===== src/rtl/word_serializer_if.sv =====
// Handshake bundle for word_serializer: wide word in, narrow beats out.
// master = upstream/downstream side (bench or surrounding logic), slave = serializer.
interface word_serializer_if #(
  parameter int unsigned IN_W  = 64,
  parameter int unsigned OUT_W = 32
);
  localparam int unsigned BEATS = IN_W / OUT_W;
  localparam int unsigned IDX_W = (BEATS > 1) ? $clog2(BEATS) : 1;

  logic [IN_W-1:0]  in_data;
  logic             in_msb;
  logic             in_valid;
  logic             in_ready;
  logic [OUT_W-1:0] out_data;
  logic             out_valid;
  logic             out_ready;
  logic             out_last;
  logic [IDX_W-1:0] out_idx;

  modport master (
    output in_data, in_msb, in_valid, out_ready,
    input  in_ready, out_data, out_valid, out_last, out_idx
  );

  modport slave (
    input  in_data, in_msb, in_valid, out_ready,
    output in_ready, out_data, out_valid, out_last, out_idx
  );
endinterface


===== src/rtl/word_serializer.sv =====
// Splits one IN_W-bit word into BEATS = IN_W/OUT_W beats, low or high slice first per word.
// Back-to-back words stream without a bubble; abort drops the held word; words_done counts
// words whose last beat was transferred.
module word_serializer #(
  parameter int unsigned IN_W  = 64,
  parameter int unsigned OUT_W = 32,
  parameter int unsigned CNT_W = 8
) (
  input  logic                clk,
  input  logic                rst_n,
  word_serializer_if.slave    bus,
  input  logic                abort,
  output logic                busy,
  output logic [CNT_W-1:0]    words_done
);
  localparam int unsigned BEATS = IN_W / OUT_W;
  localparam int unsigned IDX_W = (BEATS > 1) ? $clog2(BEATS) : 1;
  localparam logic [IDX_W-1:0] LAST_IDX = IDX_W'(BEATS - 1);

  if (BEATS < 2 || IN_W != BEATS * OUT_W) begin : g_bad_params
    $error("word_serializer: IN_W must be a multiple of OUT_W with at least 2 beats");
  end

  typedef enum logic {StIdle, StSend} state_t;

  state_t                       state_q;
  logic [IDX_W-1:0]             cnt_q;
  logic                         msb_q;
  logic [BEATS-1:0][OUT_W-1:0]  held_q;   // held word viewed as an array of beats

  logic             in_fire;
  logic             last;
  logic [IDX_W-1:0] idx;

  assign busy          = (state_q == StSend);
  assign last          = busy && (cnt_q == LAST_IDX);
  assign idx           = msb_q ? (LAST_IDX - cnt_q) : cnt_q;

  assign bus.out_valid = busy;
  assign bus.out_last  = last;
  assign bus.out_idx   = idx;
  assign bus.out_data  = held_q[idx];

  // Ready in idle, or on a last beat being taken so the next word follows with no bubble.
  assign bus.in_ready  = rst_n && !abort && ((state_q == StIdle) || (last && bus.out_ready));
  assign in_fire       = bus.in_valid && bus.in_ready;

  // FSM, beat counter, held word and completed-word counter; abort overrides everything.
  always_ff @(posedge clk or negedge rst_n) begin
    if (!rst_n) begin
      state_q    <= StIdle;
      cnt_q      <= '0;
      msb_q      <= 1'b0;
      held_q     <= '0;
      words_done <= '0;
    end else if (abort) begin
      state_q <= StIdle;
      cnt_q   <= '0;
    end else begin
      unique case (state_q)
        StIdle: begin
          if (in_fire) begin
            held_q  <= bus.in_data;
            msb_q   <= bus.in_msb;
            cnt_q   <= '0;
            state_q <= StSend;
          end
        end
        StSend: begin
          if (bus.out_ready) begin
            if (last) begin
              words_done <= words_done + CNT_W'(1);
              cnt_q      <= '0;
              if (in_fire) begin
                held_q <= bus.in_data;
                msb_q  <= bus.in_msb;
              end else begin
                state_q <= StIdle;
              end
            end else begin
              cnt_q <= cnt_q + IDX_W'(1);
            end
          end
        end
        default: state_q <= StIdle;
      endcase
    end
  end
endmodule


===== src/flat_wrapper.sv =====
// flat-port wrapper written by rule: the top's interface ports become plain ports
module word_serializer_flat 
#(
  parameter int unsigned IN_W  = 64,
  parameter int unsigned OUT_W = 32,
  parameter int unsigned CNT_W = 8
)
  (clk, rst_n, abort, busy, words_done, bus_in_data, bus_in_msb, bus_in_valid, bus_out_ready, bus_in_ready, bus_out_data, bus_out_valid, bus_out_last, bus_out_idx);
  word_serializer_if #(.IN_W(IN_W), .OUT_W(OUT_W)) bus_i ();
  input  logic clk;
  input  logic rst_n;
  input  logic abort;
  output logic busy;
  output logic [CNT_W-1:0] words_done;
  input wire logic [$bits(bus_i.in_data)-1:0] bus_in_data;
  input wire logic [$bits(bus_i.in_msb)-1:0] bus_in_msb;
  input wire logic [$bits(bus_i.in_valid)-1:0] bus_in_valid;
  input wire logic [$bits(bus_i.out_ready)-1:0] bus_out_ready;
  output wire logic [$bits(bus_i.in_ready)-1:0] bus_in_ready;
  output wire logic [$bits(bus_i.out_data)-1:0] bus_out_data;
  output wire logic [$bits(bus_i.out_valid)-1:0] bus_out_valid;
  output wire logic [$bits(bus_i.out_last)-1:0] bus_out_last;
  output wire logic [$bits(bus_i.out_idx)-1:0] bus_out_idx;
  assign bus_i.in_data = bus_in_data;
  assign bus_i.in_msb = bus_in_msb;
  assign bus_i.in_valid = bus_in_valid;
  assign bus_i.out_ready = bus_out_ready;
  assign bus_in_ready = bus_i.in_ready;
  assign bus_out_data = bus_i.out_data;
  assign bus_out_valid = bus_i.out_valid;
  assign bus_out_last = bus_i.out_last;
  assign bus_out_idx = bus_i.out_idx;
  word_serializer #(.IN_W(IN_W), .OUT_W(OUT_W), .CNT_W(CNT_W)) u_core (.clk(clk), .rst_n(rst_n), .bus(bus_i), .abort(abort), .busy(busy), .words_done(words_done));
endmodule

===== config.mk =====
export PLATFORM = sky130hd
export DESIGN_NAME = word_serializer_flat
export DESIGN_NICKNAME = d
export VERILOG_FILES = /design/src/rtl/word_serializer_if.sv /design/src/rtl/word_serializer.sv /design/src/flat_wrapper.sv
export SDC_FILE = /design/constraint.sdc
export NUM_CORES = 1
export LEC_CHECK = 0
export CAP_MARGIN = 0
export CORE_MARGIN = 2
export CORE_UTILIZATION = 49
export DETAILED_ROUTE_END_ITERATION = 7
export PLACE_DENSITY = 0.95
export SLEW_MARGIN = 20
export SYNTH_ARGS = -nofsm -noshare
export SYNTH_HDL_FRONTEND = slang
export SYNTH_SLANG_ARGS = --single-unit

===== constraint.sdc =====
create_clock -name clk -period 2.8 [get_ports clk]
set_input_delay 0.56 -clock clk [delete_from_list [all_inputs] [get_ports clk]]
set_output_delay 0.56 -clock clk [all_outputs]
set_load 0.03 [all_outputs]

==> impl_metrics.tcl <==
set metrics [dict create \
    clk_latency_ps 330 \
    cts_sinks 75 \
    peakVddDrop_mv 0.586 \
    yosysSeqAreaShare 0.568 \
    drt-initial-drc-count 49 \
    start_kind "input port" \
    synthTopCellsByArea "dfrtp_1, mux2_2, buf_6, xor2_1, buf_4" \
    synth_top_cell_area_share 0.568 \
    skew_ps 6.57 \
    pin_count 115 \
    yosysTopAreaCell "dfrtp_1" \
    ant_nets 0 \
    cts_tree "yes" \
    critPathMaxStageDelay_ps 700 \
    cts-resized-gates 33 \
    synth_area_mm2 0.00330 \
    netlist_instances 218 \
    dp_cells 402 \
    status "finished clean" \
    num_vias 2147 \
    post-place-ws_ps 88.2 \
    cts_root_buffer "clkbuf_8" \
    drcViolationCount 0 \
    r2r_end "u_core.held_q[15]$_DFFE_PN0P_" \
    gr-usage-all-layers 0.192 \
    ys_async_sr_fraction 1.00 \
    overflow 0 \
    post-route-util 0.734 \
    fin_setup_tns_ps 0 \
    fin_hold_ws_ps 470 \
    ys_seq_elements 75 \
    path_cells "clkdlybuf4s50_1, a21boi_2, nor3b_1, clkdlybuf4s50_1" \
    htreeDepth 3 \
    path_depth 4 \
    path_max_fanout 3 \
    grt_pass1_vias 2397 \
    gp_congestion 0.810 \
    core_mm2 0.00642 \
    num-fill-cells 449 \
    finalNonFillerCells 418 \
    initial_core_util 0.515 \
    cts-buffers-inserted 9 \
    end_kind "output pin" \
    crit_path_end "bus_in_ready" \
    cts_buffer_depth 2 \
    viasPerCell 5.14 \
    slowest_stage "clkdlybuf4s50_1" \
    avgSynthCellArea_um2 15.2 \
    die_x_um 86.1 \
    reg2reg_depth 4 \
    crit_start "bus_out_ready" \
    yosysUniqueCellTypes 22 \
    worstPathArrival_ps 2120 \
    r2r_start "u_core.bus.out_valid$_DFF_PN0_" \
    firstDrtPassIters 4 \
    power.density_mw_per_mm2 781 \
    drt-total-wl_mm 6.74 \
    setup_viol 0 \
    maxCapViolCount 0 \
    fin_crit_sh 0.957 \
    min_path_type "reg2reg" \
    finalPower_mw 3.68 \
    num_rows 29 \
    layout-drive-gt1-share 0.358 \
    cpMostUsedCell "clkdlybuf4s50_1" \
    hold_buffers 0 \
    path_buf_inv 2 \
    fp.dieH_um 86.1 \
    syn_to_final_growth_pct 42.7 \
    antenna_found_initial 0 \
    postCtsSetupRepairBufs 0 \
    period_needed_ps 2680 \
    crit_family "buffers and inverters" \
    postPlaceCellArea_mm2 0.00450 \
    crit_required_ps 2240 \
    io_buffers 114 \
    fmax_ghz 0.373 \
    max_slew_margin 0.388 \
    stdcell_area_mm2 0.00472 \
    leakage_nw 2.06 \
    path_class "in2out" \
    grt_pass1_wl_mm 11.1 \
    worstMarginPinSlew_ps 918 \
    cts.reportedPaths.clkPinSlew_ps 70 \
    hold_viol 0 \
    hpwl_mm 4.66 \
    finalWorstSetupSlack_ps 120 \
    dieArea_mm2 0.00742 \
    r2r_slack_ps 1050 \
    yosys_warnings 0 \
    nets 407 \
    grt_max_degree 76 \
    syn-num-nets 289 \
    diodes 0 \
    rsz0062_at_grt "no" \
    synth_edf_count 0 \
    wl_per_cell_um 16.1 \
    ys.flop_type "dfrtp_1" \
    drv_slew 0 \
]
worst reg2reg max path, cell delays in order, from the launching register on:
cell,delay (ps)
dfrtp_1,450
a21boi_2,220
nor3_4,220
buf_12,320
mux2_2,430
cell usage after synthesis, drive strengths merged (2+ instances only):
library cell	instances
xor2	6
dfrtp	75
buf	11
mux2	98
nor3	3
nor2	3
nand3	3
inv	3
nand2	4
xnor2	2
a21oi	2
sequential cells by signal, indices dropped and copies added (netlist names):
register	cells
u_core.bus.out_valid	1
u_core.held_q	64
u_core.msb_q	1
u_core.words_done	8
u_core.cnt_q	1
placed cells by master, fill, tap and decap left out, types with 4 or more instances in the layout:
master / Yosys / final
dlygate4sd2_1: 0 / 32
clkdlybuf4s50_1: 0 / 81
nand2_1: 4 / 4
mux2_2: 98 / 98
dfrtp_1: 75 / 75
bufinv_16: 0 / 4
xor2_1: 6 / 6
clkbuf_8: 0 / 9
power breakdown:
group | switching, mW | total (mW) | internal (mW) | leakage [nW]
clock network | 0.381 | 1.06 | 0.682 | 0.128
registers | 0.105 | 1.40 | 1.30 | 0.909
logic | 0.632 | 1.22 | 0.589 | 1.02
total | 1.12 | 3.68 | 2.57 | 2.06
layout make-up:
| cell class | instances | area (um2) | share of cell area |
|---|---|---|---|
| clock buffers | 11 | 131 | 0.0279 |
| clock inverters | 5 | 125 | 0.0265 |
| repair buffers | 118 | 1140 | 0.243 |
| well taps | 77 | 96.3 | 0.0204 |
| flip-flops and latches | 75 | 1880 | 0.398 |
| multi-input cells | 129 | 1330 | 0.282 |
| inverters | 3 | 11.3 | 0.00239 |
worst min-delay path by stage:
stage / endpoint / start / slack (ps) / cells after the start
2_1_floorplan: u_core.bus.out_valid$_DFF_PN0_ / rst_n / 260 / 0
3_3_place_gp: u_core.words_done[7]$_DFFE_PN0P_ / u_core.words_done[7]$_DFFE_PN0P_ / 460 / 1
3_5_place_dp: u_core.words_done[7]$_DFFE_PN0P_ / u_core.words_done[7]$_DFFE_PN0P_ / 460 / 1
4_1_cts: u_core.words_done[7]$_DFFE_PN0P_ / u_core.words_done[7]$_DFFE_PN0P_ / 470 / 1
5_1_grt: u_core.words_done[7]$_DFFE_PN0P_ / u_core.words_done[7]$_DFFE_PN0P_ / 490 / 1
6_report: u_core.words_done[7]$_DFFE_PN0P_ / u_core.words_done[7]$_DFFE_PN0P_ / 470 / 1
cell families (layout without fill, tap and decap cells):
group / after synthesis / count (layout) / synth area share
compound gates: 4 / 4 / 0.00871
xor+xnor: 8 / 8 / 0.0212
fa+ha+maj: 1 / 1 / 0.00379
buf+inv: 14 / 137 / 0.0333
flops: 75 / 75 / 0.568
mux: 98 / 98 / 0.334
simple gates: 18 / 18 / 0.0310
routing by layer:
| metal | up-vias | global-route usage | share of wire | routed length (um) |
|---|---|---|---|---|
| li1 | 1006 | - | - | - |
| met5 | - | 0 | 0 | 0 |
| met4 | 0 | 0.0750 | 0.014 | 97 |
| met1 | 1058 | 0.229 | 0.41 | 2760 |
| met2 | 74 | 0.330 | 0.51 | 3430 |
| met3 | 9 | 0.0539 | 0.066 | 446 |
Power figures use the tool's default switching activity.
